`config.mk`:
```
export PLATFORM = sky130hd
export DESIGN_NAME = vga_frame_monitor_flat
export DESIGN_NICKNAME = d
export VERILOG_FILES = /design/src/rtl/vga_pkg.sv /design/src/rtl/vga_frame_monitor_if.sv /design/src/rtl/vga_sync_edge.sv /design/src/rtl/vga_frame_monitor.sv /design/src/flat_wrapper.sv
export SDC_FILE = /design/constraint.sdc
export NUM_CORES = 1
export LEC_CHECK = 0
export BUFFER_PORTS_ARGS = -buffer_cell sky130_fd_sc_hd__buf_2
export CORE_AREA = 2 2 125 127
export DETAILED_ROUTE_END_ITERATION = 12
export DIE_AREA = 0 0 127 129
export GPL_ROUTABILITY_DRIVEN = 0
export PLACE_DENSITY = 0.67
export SYNTH_ARGS = -nofsm -noshare
export SYNTH_HDL_FRONTEND = slang
export SYNTH_SLANG_ARGS = --single-unit
```
`constraint.sdc`:
```
create_clock -name CLOCK_50 -period 3.7 [get_ports CLOCK_50]
set_clock_uncertainty 0.15 [all_clocks]
set_input_delay 0.185 -clock CLOCK_50 [delete_from_list [all_inputs] [get_ports CLOCK_50]]
set_output_delay 0.185 -clock CLOCK_50 [all_outputs]
set_load 0.01 [all_outputs]
```
`src/rtl/vga_pkg.sv`:
```
// Shared definitions for the VGA receive-side frame monitor.
// Contents:
//   - 640x480@60 raster timing (active, porch, sync and total widths)
//   - counter width and saturating increment helper
//   - bit positions inside frame_err
//   - monitor FSM state enum
package vga_pkg;

    // Horizontal timing in pixel ticks.
    localparam int H_ACTIVE = 640;
    localparam int H_FP     = 16;
    localparam int H_SYNC   = 96;
    localparam int H_BP     = 48;
    localparam int H_TOTAL  = H_ACTIVE + H_FP + H_SYNC + H_BP;  // 800

    // Vertical timing in lines.
    localparam int V_ACTIVE = 480;
    localparam int V_FP     = 10;
    localparam int V_SYNC   = 2;
    localparam int V_BP     = 33;
    localparam int V_TOTAL  = V_ACTIVE + V_FP + V_SYNC + V_BP;  // 525

    localparam int CHK_W    = 16;

    // Raster counters must hold 2*H_TOTAL and 2*V_TOTAL (the lock-loss limits).
    localparam int CNT_W    = 12;

    // frame_err = {vtotal_err, htotal_err, active_err}
    localparam int ERR_ACTIVE = 0;
    localparam int ERR_HTOTAL = 1;
    localparam int ERR_VTOTAL = 2;

    typedef enum logic {
        SEEK   = 1'b0,
        LOCKED = 1'b1
    } mon_state_e;

    // Raster counters stick at all-ones instead of wrapping.
    function automatic logic [CNT_W-1:0] sat_inc(input logic [CNT_W-1:0] v);
        return (&v) ? v : v + 1'b1;
    endfunction

endpackage

```
`src/rtl/vga_frame_monitor_if.sv`:
```
// Bundle between the tapped VGA pins and the frame monitor.
// master: whatever drives the VGA pins (board tap or test driver); it reads results.
// slave : the monitor; it samples the pins and drives results.
// Pins   : VGA_CLK, VGA_HS (active low), VGA_VS (active low), VGA_BLANK_N, VGA_R/G/B.
// Results: pix_x/pix_y/pix_valid (per active pixel), locked, frame_done,
//          frame_checksum, frame_err, frame_count, mon_state (FSM state for debug).
// The result strobes (pix_valid, frame_done) are single-cycle qualifiers with no
// backpressure: a consumer must take the accompanying data in that same cycle.
interface vga_frame_monitor_if #(
    parameter int CFG_CHK_W = vga_pkg::CHK_W
);
    import vga_pkg::*;

    logic                 VGA_CLK;
    logic                 VGA_HS;
    logic                 VGA_VS;
    logic                 VGA_BLANK_N;
    logic [7:0]           VGA_R;
    logic [7:0]           VGA_G;
    logic [7:0]           VGA_B;

    logic [9:0]           pix_x;
    logic [9:0]           pix_y;
    logic                 pix_valid;
    logic                 locked;
    logic                 frame_done;
    logic [CFG_CHK_W-1:0] frame_checksum;
    logic [2:0]           frame_err;
    logic [15:0]          frame_count;
    mon_state_e           mon_state;

    modport master (
        output VGA_CLK, VGA_HS, VGA_VS, VGA_BLANK_N, VGA_R, VGA_G, VGA_B,
        input  pix_x, pix_y, pix_valid, locked, frame_done,
               frame_checksum, frame_err, frame_count, mon_state
    );

    modport slave (
        input  VGA_CLK, VGA_HS, VGA_VS, VGA_BLANK_N, VGA_R, VGA_G, VGA_B,
        output pix_x, pix_y, pix_valid, locked, frame_done,
               frame_checksum, frame_err, frame_count, mon_state
    );

endinterface

```
`src/rtl/vga_sync_edge.sv`:
```
// Pixel-clock tick and sync-edge detector for the frame monitor.
// Ports:
//   clk_i, rst_ni       system clock, async active-low reset
//   vga_clk_i           pixel clock (synchronous to clk_i, half rate)
//   hs_i, vs_i          active-low syncs
//   blank_n_i, msb_i    active flag and {R[7],G[7],B[7]}
//   tick_o              one cycle per pixel-clock rising edge (registered)
//   hs_fall_o/vs_fall_o sync fell on this tick (qualified by tick_o)
//   blank_n_o, msb_o    pixel data sampled on that tick
module vga_sync_edge (
    input  logic       clk_i,
    input  logic       rst_ni,
    input  logic       vga_clk_i,
    input  logic       hs_i,
    input  logic       vs_i,
    input  logic       blank_n_i,
    input  logic [2:0] msb_i,
    output logic       tick_o,
    output logic       hs_fall_o,
    output logic       vs_fall_o,
    output logic       blank_n_o,
    output logic [2:0] msb_o
);

    logic       vga_clk_q;
    logic       tick;
    logic       hs_last_q;
    logic       vs_last_q;
    logic       tick_q;
    logic       hs_fall_q;
    logic       vs_fall_q;
    logic       blank_n_q;
    logic [2:0] msb_q;

    assign tick = vga_clk_i & ~vga_clk_q;

    // The last sync samples reset low, so a fall needs a genuine high sample
    // after reset first.
    always_ff @(posedge clk_i or negedge rst_ni) begin
        if (!rst_ni) begin
            vga_clk_q <= 1'b0;
            hs_last_q <= 1'b0;
            vs_last_q <= 1'b0;
            tick_q    <= 1'b0;
            hs_fall_q <= 1'b0;
            vs_fall_q <= 1'b0;
            blank_n_q <= 1'b0;
            msb_q     <= 3'b000;
        end else begin
            vga_clk_q <= vga_clk_i;
            tick_q    <= tick;
            if (tick) begin
                hs_fall_q <= hs_last_q & ~hs_i;
                vs_fall_q <= vs_last_q & ~vs_i;
                hs_last_q <= hs_i;
                vs_last_q <= vs_i;
                blank_n_q <= blank_n_i;
                msb_q     <= msb_i;
            end else begin
                hs_fall_q <= 1'b0;
                vs_fall_q <= 1'b0;
            end
        end
    end

    assign tick_o    = tick_q;
    assign hs_fall_o = hs_fall_q;
    assign vs_fall_o = vs_fall_q;
    assign blank_n_o = blank_n_q;
    assign msb_o     = msb_q;

endmodule

```
`src/rtl/vga_frame_monitor.sv`:
```
// VGA receive-side frame monitor: recovers pixel coordinates from tapped VGA
// pins, checks line/frame timing against the raster and produces a per-frame
// checksum of the colour MSBs for loopback self-test.
// Ports:
//   CLOCK_50  system clock, all logic on posedge
//   RESET_N   asynchronous active-low reset
//   bus       vga_frame_monitor_if.slave (VGA pins in, results out)
module vga_frame_monitor #(
    parameter int CFG_H_ACTIVE = vga_pkg::H_ACTIVE,
    parameter int CFG_H_TOTAL  = vga_pkg::H_TOTAL,
    parameter int CFG_V_ACTIVE = vga_pkg::V_ACTIVE,
    parameter int CFG_V_TOTAL  = vga_pkg::V_TOTAL,
    parameter int CFG_CHK_W    = vga_pkg::CHK_W
) (
    input  logic                  CLOCK_50,
    input  logic                  RESET_N,
    vga_frame_monitor_if.slave    bus
);
    import vga_pkg::*;

    localparam logic [CNT_W-1:0] H_ACT_C   = CNT_W'(CFG_H_ACTIVE);
    localparam logic [CNT_W-1:0] H_TOT_C   = CNT_W'(CFG_H_TOTAL);
    localparam logic [CNT_W-1:0] V_ACT_C   = CNT_W'(CFG_V_ACTIVE);
    localparam logic [CNT_W-1:0] V_TOT_C   = CNT_W'(CFG_V_TOTAL);
    localparam logic [CNT_W-1:0] H_LIMIT_C = CNT_W'(2 * CFG_H_TOTAL);
    localparam logic [CNT_W-1:0] V_LIMIT_C = CNT_W'(2 * CFG_V_TOTAL);

    logic       ev_tick;
    logic       ev_hs_fall;
    logic       ev_vs_fall;
    logic       ev_blank_n;
    logic [2:0] ev_msb;

    vga_sync_edge u_sync_edge (
        .clk_i     (CLOCK_50),
        .rst_ni    (RESET_N),
        .vga_clk_i (bus.VGA_CLK),
        .hs_i      (bus.VGA_HS),
        .vs_i      (bus.VGA_VS),
        .blank_n_i (bus.VGA_BLANK_N),
        .msb_i     ({bus.VGA_R[7], bus.VGA_G[7], bus.VGA_B[7]}),
        .tick_o    (ev_tick),
        .hs_fall_o (ev_hs_fall),
        .vs_fall_o (ev_vs_fall),
        .blank_n_o (ev_blank_n),
        .msb_o     (ev_msb)
    );

    // Only the colour MSBs enter the checksum.
    logic unused_colour_lsbs;
    assign unused_colour_lsbs = ^{bus.VGA_R[6:0], bus.VGA_G[6:0], bus.VGA_B[6:0]};

    mon_state_e           state_q, state_d;
    logic [CNT_W-1:0]     h_cnt_q, h_cnt_d;
    logic [CNT_W-1:0]     lines_q, lines_d;
    logic [CNT_W-1:0]     act_lines_q, act_lines_d;
    logic [CNT_W-1:0]     line_pix_q, line_pix_d;
    logic [CFG_CHK_W-1:0] csum_q, csum_d;
    logic [2:0]           err_q, err_d;
    logic [2:0]           close_err;

    logic [9:0]           pix_x_q, pix_x_d;
    logic [9:0]           pix_y_q, pix_y_d;
    logic                 pix_valid_q, pix_valid_d;
    logic                 locked_q;
    logic                 frame_done_q, frame_done_d;
    logic [CFG_CHK_W-1:0] frame_csum_q, frame_csum_d;
    logic [2:0]           frame_err_q, frame_err_d;
    logic [15:0]          frame_count_q, frame_count_d;

    always_ff @(posedge CLOCK_50 or negedge RESET_N) begin
        if (!RESET_N) begin
            state_q       <= SEEK;
            h_cnt_q       <= '0;
            lines_q       <= '0;
            act_lines_q   <= '0;
            line_pix_q    <= '0;
            csum_q        <= '0;
            err_q         <= '0;
            pix_x_q       <= '0;
            pix_y_q       <= '0;
            pix_valid_q   <= 1'b0;
            locked_q      <= 1'b0;
            frame_done_q  <= 1'b0;
            frame_csum_q  <= '0;
            frame_err_q   <= '0;
            frame_count_q <= '0;
        end else begin
            state_q       <= state_d;
            h_cnt_q       <= h_cnt_d;
            lines_q       <= lines_d;
            act_lines_q   <= act_lines_d;
            line_pix_q    <= line_pix_d;
            csum_q        <= csum_d;
            err_q         <= err_d;
            pix_x_q       <= pix_x_d;
            pix_y_q       <= pix_y_d;
            pix_valid_q   <= pix_valid_d;
            // locked follows the state register by one cycle.
            locked_q      <= (state_q == LOCKED);
            frame_done_q  <= frame_done_d;
            frame_csum_q  <= frame_csum_d;
            frame_err_q   <= frame_err_d;
            frame_count_q <= frame_count_d;
        end
    end

    // Events inside one tick are applied in order: line close, frame close,
    // active pixel, lock-loss check. A pixel on a frame-closing tick therefore
    // belongs to the new frame.
    always_comb begin
        state_d       = state_q;
        h_cnt_d       = h_cnt_q;
        lines_d       = lines_q;
        act_lines_d   = act_lines_q;
        line_pix_d    = line_pix_q;
        csum_d        = csum_q;
        err_d         = err_q;
        close_err     = 3'b000;
        pix_x_d       = pix_x_q;
        pix_y_d       = pix_y_q;
        pix_valid_d   = 1'b0;
        frame_done_d  = 1'b0;
        frame_csum_d  = frame_csum_q;
        frame_err_d   = frame_err_q;
        frame_count_d = frame_count_q;

        case (state_q)
            SEEK: begin
                if (ev_tick && ev_vs_fall) begin
                    state_d     = LOCKED;
                    h_cnt_d     = CNT_W'(1);
                    lines_d     = '0;
                    act_lines_d = '0;
                    line_pix_d  = '0;
                    csum_d      = '0;
                    err_d       = '0;
                end
            end
            LOCKED: begin
                if (ev_tick) begin
                    h_cnt_d = sat_inc(h_cnt_q);

                    if (ev_hs_fall) begin
                        if (h_cnt_q != H_TOT_C) begin
                            err_d[ERR_HTOTAL] = 1'b1;
                        end
                        if (line_pix_q != '0) begin
                            act_lines_d = sat_inc(act_lines_q);
                            if (line_pix_q != H_ACT_C) begin
                                err_d[ERR_ACTIVE] = 1'b1;
                            end
                        end
                        lines_d    = sat_inc(lines_q);
                        h_cnt_d    = CNT_W'(1);
                        line_pix_d = '0;
                    end

                    if (ev_vs_fall) begin
                        close_err = err_d;
                        if (lines_d != V_TOT_C) begin
                            close_err[ERR_VTOTAL] = 1'b1;
                        end
                        if (act_lines_d != V_ACT_C) begin
                            close_err[ERR_ACTIVE] = 1'b1;
                        end
                        frame_done_d  = 1'b1;
                        frame_csum_d  = csum_d;
                        frame_err_d   = close_err;
                        frame_count_d = frame_count_q + 16'd1;
                        lines_d       = '0;
                        act_lines_d   = '0;
                        csum_d        = '0;
                        err_d         = '0;
                    end

                    if (ev_blank_n) begin
                        pix_valid_d = 1'b1;
                        pix_x_d     = line_pix_d[9:0];
                        pix_y_d     = act_lines_d[9:0];
                        line_pix_d  = sat_inc(line_pix_d);
                        csum_d      = csum_d + CFG_CHK_W'(ev_msb);
                    end

                    // Raster lost: discard the partial frame and hold the
                    // previous frame results.
                    if (h_cnt_d >= H_LIMIT_C || lines_d >= V_LIMIT_C) begin
                        state_d       = SEEK;
                        frame_done_d  = 1'b0;
                        frame_csum_d  = frame_csum_q;
                        frame_err_d   = frame_err_q;
                        frame_count_d = frame_count_q;
                        h_cnt_d       = '0;
                        lines_d       = '0;
                        act_lines_d   = '0;
                        line_pix_d    = '0;
                        csum_d        = '0;
                        err_d         = '0;
                    end
                end
            end
            default: begin
                state_d = SEEK;
            end
        endcase
    end

    assign bus.pix_x          = pix_x_q;
    assign bus.pix_y          = pix_y_q;
    assign bus.pix_valid      = pix_valid_q;
    assign bus.locked         = locked_q;
    assign bus.frame_done     = frame_done_q;
    assign bus.frame_checksum = frame_csum_q;
    assign bus.frame_err      = frame_err_q;
    assign bus.frame_count    = frame_count_q;
    assign bus.mon_state      = state_q;

endmodule

```
`src/flat_wrapper.sv`:
```
// flat-port wrapper written by rule: the top's interface ports become plain ports
module vga_frame_monitor_flat import vga_pkg::*;
#(
    parameter int CFG_H_ACTIVE = vga_pkg::H_ACTIVE,
    parameter int CFG_H_TOTAL  = vga_pkg::H_TOTAL,
    parameter int CFG_V_ACTIVE = vga_pkg::V_ACTIVE,
    parameter int CFG_V_TOTAL  = vga_pkg::V_TOTAL,
    parameter int CFG_CHK_W    = vga_pkg::CHK_W
)
  (CLOCK_50, RESET_N, bus_VGA_CLK, bus_VGA_HS, bus_VGA_VS, bus_VGA_BLANK_N, bus_VGA_R, bus_VGA_G, bus_VGA_B, bus_pix_x, bus_pix_y, bus_pix_valid, bus_locked, bus_frame_done, bus_frame_checksum, bus_frame_err, bus_frame_count, bus_mon_state);
  vga_frame_monitor_if #(.CFG_CHK_W(CFG_CHK_W)) bus_i ();
  input  logic CLOCK_50;
  input  logic RESET_N;
  input wire logic [$bits(bus_i.VGA_CLK)-1:0] bus_VGA_CLK;
  input wire logic [$bits(bus_i.VGA_HS)-1:0] bus_VGA_HS;
  input wire logic [$bits(bus_i.VGA_VS)-1:0] bus_VGA_VS;
  input wire logic [$bits(bus_i.VGA_BLANK_N)-1:0] bus_VGA_BLANK_N;
  input wire logic [$bits(bus_i.VGA_R)-1:0] bus_VGA_R;
  input wire logic [$bits(bus_i.VGA_G)-1:0] bus_VGA_G;
  input wire logic [$bits(bus_i.VGA_B)-1:0] bus_VGA_B;
  output wire logic [$bits(bus_i.pix_x)-1:0] bus_pix_x;
  output wire logic [$bits(bus_i.pix_y)-1:0] bus_pix_y;
  output wire logic [$bits(bus_i.pix_valid)-1:0] bus_pix_valid;
  output wire logic [$bits(bus_i.locked)-1:0] bus_locked;
  output wire logic [$bits(bus_i.frame_done)-1:0] bus_frame_done;
  output wire logic [$bits(bus_i.frame_checksum)-1:0] bus_frame_checksum;
  output wire logic [$bits(bus_i.frame_err)-1:0] bus_frame_err;
  output wire logic [$bits(bus_i.frame_count)-1:0] bus_frame_count;
  output wire logic [$bits(bus_i.mon_state)-1:0] bus_mon_state;
  assign bus_i.VGA_CLK = bus_VGA_CLK;
  assign bus_i.VGA_HS = bus_VGA_HS;
  assign bus_i.VGA_VS = bus_VGA_VS;
  assign bus_i.VGA_BLANK_N = bus_VGA_BLANK_N;
  assign bus_i.VGA_R = bus_VGA_R;
  assign bus_i.VGA_G = bus_VGA_G;
  assign bus_i.VGA_B = bus_VGA_B;
  assign bus_pix_x = bus_i.pix_x;
  assign bus_pix_y = bus_i.pix_y;
  assign bus_pix_valid = bus_i.pix_valid;
  assign bus_locked = bus_i.locked;
  assign bus_frame_done = bus_i.frame_done;
  assign bus_frame_checksum = bus_i.frame_checksum;
  assign bus_frame_err = bus_i.frame_err;
  assign bus_frame_count = bus_i.frame_count;
  assign bus_mon_state = bus_i.mon_state;
  vga_frame_monitor #(.CFG_H_ACTIVE(CFG_H_ACTIVE), .CFG_H_TOTAL(CFG_H_TOTAL), .CFG_V_ACTIVE(CFG_V_ACTIVE), .CFG_V_TOTAL(CFG_V_TOTAL), .CFG_CHK_W(CFG_CHK_W)) u_core (.CLOCK_50(CLOCK_50), .RESET_N(RESET_N), .bus(bus_i));
endmodule
```
==> flow_summary.json, run 1 <==
{
  "synth_top_family_by_area": "simple AND/OR/NAND/NOR gates",
  "ys.warnings.count": 0,
  "coreArea_um2": 14980,
  "grt_pass1_wl_mm": 29.33,
  "hold_ws_ps": 190.3,
  "tritoncts": "done",
  "period_share": 0.9337,
  "p_clk_frac": 0.422,
  "routed_wl_mm": 17.56,
  "syn_to_final_growth_pct": 18.71,
  "dp_hpwl_mm": 12.09,
  "p_int_mw": 2.815,
  "firstDrtPassIters": 5,
  "max_cap_violations": 0,
  "synthArstFlopShare": 1.000,
  "clock_latency_ps": 430,
  "p_leak_nw": 3.876,
  "mostFrequentLayoutCell": "nand2_1",
  "antennaDiodeCount": 0,
  "tightest_slew_ps": 864.5,
  "die_h_um": 129,
  "grt_max_degree": 77,
  "final_cell_mix": "nand2_1, dfrtp_1, buf_2, o21ai_0, nor2_1",
  "nets": 898,
  "yosys.cell_types.count": 67,
  "start_util": 0.4718,
  "antenna_found_initial": 0,
  "layout_setup_ws_ps": 245.3,
  "dieArea_um2": 16380,
  "yosysSeqAreaShare": 0.4780,
  "yosys.area_share.simple": 0.2419,
  "setup_viol": 0,
  "vias": 6163,
  "fmax_mhz": 289.5,
  "grt_pass1_vias": 5905,
  "cts.sinks": 135,
  "synth.cell_area_um2": 7067,
  "max_stage_delay_ps": 570,
  "crit_type": "flip-flop to flip-flop",
  "synth_fa_ha_area_frac": 0.01877,
  "worstPathCellList": "ha_1 > nand4_4 > or4b_1 > a211o_1 > a22oi_4 > a311oi_4 > buf_4 > or3_1 > buf_12 > or2_0 > mux2i_1",
  "endpoint": "u_core.csum_q[14]",
  "critPathRequiredTime_ps": 3900,
  "cts_buffer_depth": 2,
  "cts.clk_slew.worst_paths_ps": 60,
  "max-vdd-ir-drop_mv": 0.3130,
  "p_sw_mw": 1.089,
  "rr_worst_depth": 11,
  "regToRegSetupSlack_ps": 250,
  "drt_iter0_drc": 540,
  "hold_violations": 0,
  "nFillCells": 1329,
  "register_area_um2": 3378,
  "drive_gt1_frac": 0.1653,
  "wire_per_inst_um": 16.58,
  "critPathArrivalTime_ps": 3660,
  "clockRootBuffer": "clkbuf_16",
  "syn_nets": 814,
  "multiInputGateArea_um2": 3433,
  "die_x_um": 127,
  "row_count": 45,
  "htreeDepth": 4,
  "synth-xor-area-share": 0.03594,
  "start_kind": "flip-flop",
  "ant_nets": 0,
  "post_cts_resized": 0,
  "numCtsBuffers": 17,
  "hp-class": "input pin to async pin",
  "worst-path-max-fanout": 19,
  "min_period_ps": 3455,
  "port_buffers": 67,
  "setup_tns_ps": 0,
  "rsz0062_at_grt": "no",
  "r2r_end": "u_core.csum_q[14]",
  "syn_area_per_cell_um2": 9.130,
  "dp_cells": 1014,
  "slew_headroom": 0.4225,
  "io-pin-count": 89,
  "ys_ff_latch": 135,
  "synth_edf_count": 0,
  "crit_path_end_kind": "flip-flop",
  "route.detailed.drc": 0,
  "fin_cells": 1059,
  "synth_mux_area_frac": 0.02213,
  "synth_compound_area_frac": 0.1666,
  "share_comb_of_total_power": 0.145,
  "preCtsSetupSlack_ps": 168.9,
  "syn-instance-count": 774,
  "routed_via_density": 5.820,
  "grt_use_total": 0.2232,
  "pwr-share-seq": 0.433,
  "grt_remaining_overflow": 0,
  "powerDensity_nw_per_um2": 465.4,
  "slew_viol_final": 0,
  "crit_slowest_cell": "or4b_1",
  "r2r_start": "u_core.lines_q[0]",
  "outcome": "complete, no violations",
  "crit_start": "u_core.lines_q[0]",
  "p_sw_frac": 0.2790,
  "synthFlopType": "dfrtp_1"
}
-- metal layers --
layer / track usage / part of all wire / up-vias
li1: - / - / 2962
met1: 0.3076 / 0.47 / 2982
met2: 0.3577 / 0.46 / 198
met3: 0.03867 / 0.050 / 21
met4: 0.08080 / 0.015 / 0
met5: 0 / 0 / -
-- timing repair --
| action | 4_1_cts | 5_1_grt |
|---|---|---|
| setup endpoints to repair | 0 | 6 |
| endpoints found under the hold margin | 83 | 0 |
| buffers inserted | 0 | 5 |
| hold buffers | 8 | 0 |
-- through the flow --
step | total power, mW | utilization | instance area, um2
2_1_floorplan | 2.049 | - | 7067
4_1_cts | 3.927 | 0.5568 | 8339
3_5_place_dp | 2.263 | 0.5129 | 7682
6_report | 3.904 | 0.5602 | 8389
5_1_grt | 4.083 | 0.5602 | 8389
3_3_place_gp | 2.235 | 0.5129 | 7682
-- state kept, by name (all words and copies together) (netlist names), 10 cells and up --
signal                     cells
u_core.lines_q                12
u_core.csum_q                 16
u_core.h_cnt_q                12
u_core.bus.pix_y              10
u_core.act_lines_q            12
u_core.bus.pix_x              10
u_core.bus.frame_count        16
u_core.bus.frame_checksum     16
u_core.line_pix_q             12
-- power by group through the flow --
stage	Clock (mW)	Sequential, mW	Combinational, mW
final	1.65	1.69	0.567
after global routing	1.74	1.71	0.632
after CTS	1.67	1.69	0.565
after detailed placement	0	1.71	0.551
after global placement	0	1.71	0.528
after floorplan	0	1.68	0.370
-- worst min path at each step --
stage / startpoint / to / cells past startpoint
6_report: RESET_N / u_core.bus.frame_count[8] / 2
5_1_grt: bus_VGA_CLK / u_core.u_sync_edge.vga_clk_q / 2
4_1_cts: RESET_N / u_core.bus.frame_count[8] / 2
3_5_place_dp: RESET_N / u_core.bus.frame_count[10] / 1
3_3_place_gp: RESET_N / u_core.bus.frame_count[9] / 1
2_1_floorplan: RESET_N / u_core.act_lines_q[0] / 0
-- cells in the mapped netlist (2+ instances only) --
master / n / area share
a21o_1: 5 / 0.0053
a32o_1: 9 / 0.013
o311ai_0: 3 / 0.0037
xor2_1: 8 / 0.0099
mux2_2: 5 / 0.0080
a22o_1: 9 / 0.011
and3b_1: 3 / 0.0037
nor2_1: 37 / 0.020
o21bai_1: 2 / 0.0021
o41ai_1: 2 / 0.0025
a31o_2: 3 / 0.0037
nand2_1: 150 / 0.080
a21oi_1: 29 / 0.021
or4_1: 5 / 0.0053
a2bb2oi_1: 2 / 0.0025
o31ai_1: 6 / 0.0064
nor2b_1: 10 / 0.0089
ha_1: 9 / 0.016
mux2i_1: 10 / 0.014
buf_1: 3 / 0.0016
buf_2: 12 / 0.0085
nand4b_1: 2 / 0.0025
clkbuf_1: 25 / 0.013
a31oi_1: 14 / 0.012
o2bb2ai_1: 2 / 0.0025
nand3_1: 35 / 0.025
and2_1: 13 / 0.012
xnor2_1: 21 / 0.026
nand2b_1: 7 / 0.0062
and4_1: 6 / 0.0074
o21ai_1: 6 / 0.0042
dfrtp_1: 135 / 0.48
inv_1: 23 / 0.012
and3_1: 15 / 0.013
nor4_1: 13 / 0.012
o21ai_0: 62 / 0.044
o21a_1: 2 / 0.0021
o211ai_1: 4 / 0.0042
nand4_1: 23 / 0.020
or3_1: 5 / 0.0044
nor3_1: 13 / 0.0092
-- cells by family after synthesis --
group,after synthesis
muxes,15
buffers and inverters,64
xor gates and xnor gates,29
AOI/OAI and AO/OA,176
and+or+nand+nor,345
adders and majority gates,10
DFF,135
-- worst max-delay path, delay by kind of cell (launching register included) --
kind                       cells  cell delay, ps
buffers and inverters          2             370
muxes                          1             120
DFF                            1             440
adders and majority gates      1             250
AOI/OAI and AO/OA              3             620
and+or+nand+nor                4            1420
-- area by class of cell --
class / instances / area share
well taps: 188 / 0.02804
inverters: 23 / 0.01029
clock inverters: 11 / 0.01506
flip-flops and latches: 135 / 0.4027
clock buffers: 21 / 0.05369
multi-input cells: 575 / 0.4092
repair buffers: 106 / 0.08098
Power figures use the tool's default switching activity.
==> run 2: changes to the inputs <==
- BUFFER_PORTS_ARGS: -buffer_cell sky130_fd_sc_hd__buf_2 -> -buffer_cell sky130_fd_sc_hd__buf_4
- HOLD_SLACK_MARGIN: not set -> 0.15
- clock period: 3.7 -> 3.6 ns (I/O delays scaled with it)
==> run 2 against run 1 <==
Compared with the run above:
- sequential power rose by 3%
- power rose by 8.6%
- via count rose by 1.1%
- first-iteration DRC count rose by 0.56%
- count of clock-buffer cells in the layout did not move
- fmax rose by 3.6%
- final cell count barely moved
- wire length rose by 2.2%
- sequential share of layout area fell by 1.0 points
- global-route usage rose by 0.39 points
- clock power rose by 15%
- sequential cell count did not move
- largest power group is now the clock network
==> flow_summary.json, run 2 (synthesis gave the netlist of run 1 again) <==
{
  "outcome": "complete, no violations",
  "topRoutingLayerUsed": "met4",
  "p_leak_nw": 3.911,
  "htreeDepth": 4,
  "start_kind": "flip-flop",
  "regToRegSetupSlack_ps": 270,
  "critPathArrivalTime_ps": 3540,
  "routed_via_density": 5.891,
  "r2r_start": "u_core.lines_q[0]",
  "holdPathEnd": "u_core.u_sync_edge.vga_clk_q",
  "rsz0062_at_grt": "no",
  "start_util": 0.4718,
  "wl_met2_mm": 8.213,
  "syn_to_final_growth_pct": 21.81,
  "antennaDiodeCount": 0,
  "p_int_mw": 3.105,
  "crit_type": "flip-flop to flip-flop",
  "wl_met1_mm": 8.304,
  "rr_worst_depth": 10,
  "critPathRequiredTime_ps": 3810,
  "drt_iter0_drc": 543,
  "ant_nets": 0,
  "max-vdd-ir-drop_mv": 0.3354,
  "p_clk_frac": 0.447,
  "nFillCells": 1300,
  "setup_viol": 0,
  "share_comb_of_total_power": 0.142,
  "final_cell_mix": "nand2_1, dfrtp_1, buf_4, o21ai_0, nor2_1",
  "post_cts_buffers": 0,
  "post_dp_cell_area_um2": 7878,
  "hold_violations": 0,
  "post_cts_resized": 0,
  "cts.clk_slew.worst_paths_ps": 60,
  "hold_buffers": 8,
  "r2r_end": "u_core.line_pix_q[0]",
  "clock_latency_ps": 430,
  "clockRootBuffer": "clkbuf_16",
  "register_area_um2": 3378,
  "slew_viol_final": 0,
  "coreArea_um2": 14980,
  "p_sw_frac": 0.2679,
  "period_share": 0.9260,
  "fmax_mhz": 300.0,
  "antenna_found_initial": 0,
  "routed_wl_mm": 17.94,
  "nets": 897,
  "die_h_um": 129,
  "min_period_ps": 3334,
  "min_path_cells": 2,
  "pwr-share-seq": 0.411,
  "max_cap_violations": 0,
  "cts.sinks": 135,
  "multiInputGateArea_um2": 3433,
  "finish.instance_area_um2": 8608,
  "die_x_um": 127,
  "vias": 6233,
  "dp_hpwl_mm": 12.08,
  "setup_tns_ps": 0,
  "grt_remaining_overflow": 0,
  "row_count": 45,
  "io-pin-count": 89,
  "numCtsBuffers": 17,
  "grt_use_total": 0.2271,
  "tightest_slew_ps": 999.8,
  "grt_pass1_wl_mm": 29.70,
  "wl_met3_um": 991,
  "slew_headroom": 0.3335,
  "route.detailed.drc": 0,
  "dieArea_um2": 16380,
  "wire_per_inst_um": 16.95,
  "crit_path_end_kind": "flip-flop",
  "hp-class": "input pin to flip-flop",
  "tritoncts": "done",
  "cts_buffer_depth": 2,
  "drive_gt1_frac": 0.1678,
  "worst-path-max-fanout": 12,
  "grt_pass1_vias": 5920,
  "powerDensity_nw_per_um2": 492.7,
  "p_sw_mw": 1.136,
  "hp-start": "bus_VGA_CLK",
  "firstDrtPassIters": 5,
  "port_buffers": 67,
  "mostFrequentLayoutCell": "nand2_1",
  "grt_max_degree": 109
}
[run 2: changes by cell type in the layout (fill, tap and decap cells not counted)]
cell and change:
buf_12 -1, buf_2 -66, buf_4 +66, bufinv_16 +2, clkbuf_1 -3, clkbuf_8 +3
clkinv_4 -1, clkinvlp_4 -1
[run 2: worst max path at each step]
stage,cells after the start,to,startpoint,slack [ps]
finish,10,u_core.line_pix_q[0],u_core.lines_q[0],270
global placement,11,u_core.bus.frame_err[0],u_core.u_sync_edge.hs_fall_o,430
global route,11,u_core.bus.frame_err[0],u_core.u_sync_edge.hs_fall_o,90
floorplan,13,u_core.line_pix_q[7],u_core.u_sync_edge.hs_fall_o,510
CTS,10,u_core.line_pix_q[0],u_core.lines_q[0],280
detailed placement,11,u_core.bus.frame_err[0],u_core.u_sync_edge.hs_fall_o,290
[run 2: critical path: stages, from the launching register on]
cell and delay [ps]:
dfrtp_1 460, ha_1 250, nand4_4 190, or4b_1 570
a211o_1 320, a22oi_4 200, a311o_1 320, nand4_1 120
buf_4 200, o21ai_0 290, a22o_1 200
[run 2: final cells by class]
class,count,area share
multi-input cells,575,0.3988
flip-flops and latches,135,0.3924
clock inverters,11,0.01977
inverters,23,0.01003
repair buffers,105,0.09578
well taps,188,0.02733
clock buffers,21,0.05581
[run 2: stage by stage]
step / setup WS [ps] / power, mW / std cells / util / hold WS [ps]
floorplan: 511.8 / 2.106 / 774 / - / -265.6
global placement: 425.9 / 2.322 / 1018 / 0.5260 / 146.4
detailed placement: 294.3 / 2.352 / 1018 / 0.5260 / 150.4
CTS: 284.7 / 4.268 / 1058 / 0.5748 / 249.3
global route: 86.43 / 4.424 / 1058 / 0.5748 / 258.1
finish: 266.2 / 4.241 / 1058 / 0.5748 / 268.1
[run 2: power groups by stage]
| stage | sequential (mW) | combinational [mW] | clock [mW] |
|---|---|---|---|
| 2_1_floorplan | 1.73 | 0.380 | 0 |
| 3_3_place_gp | 1.75 | 0.569 | 0 |
| 3_5_place_dp | 1.76 | 0.590 | 0 |
| 4_1_cts | 1.74 | 0.603 | 1.93 |
| 5_1_grt | 1.76 | 0.673 | 1.99 |
| 6_report | 1.74 | 0.601 | 1.90 |
[run 2: per-layer routing]
metal | GRT usage | vias up
met3 | 0.05031 | 35
met1 | 0.3179 | 3033
met5 | 0 | -
li1 | - | 2951
met2 | 0.3428 | 214
met4 | 0.09696 | 0
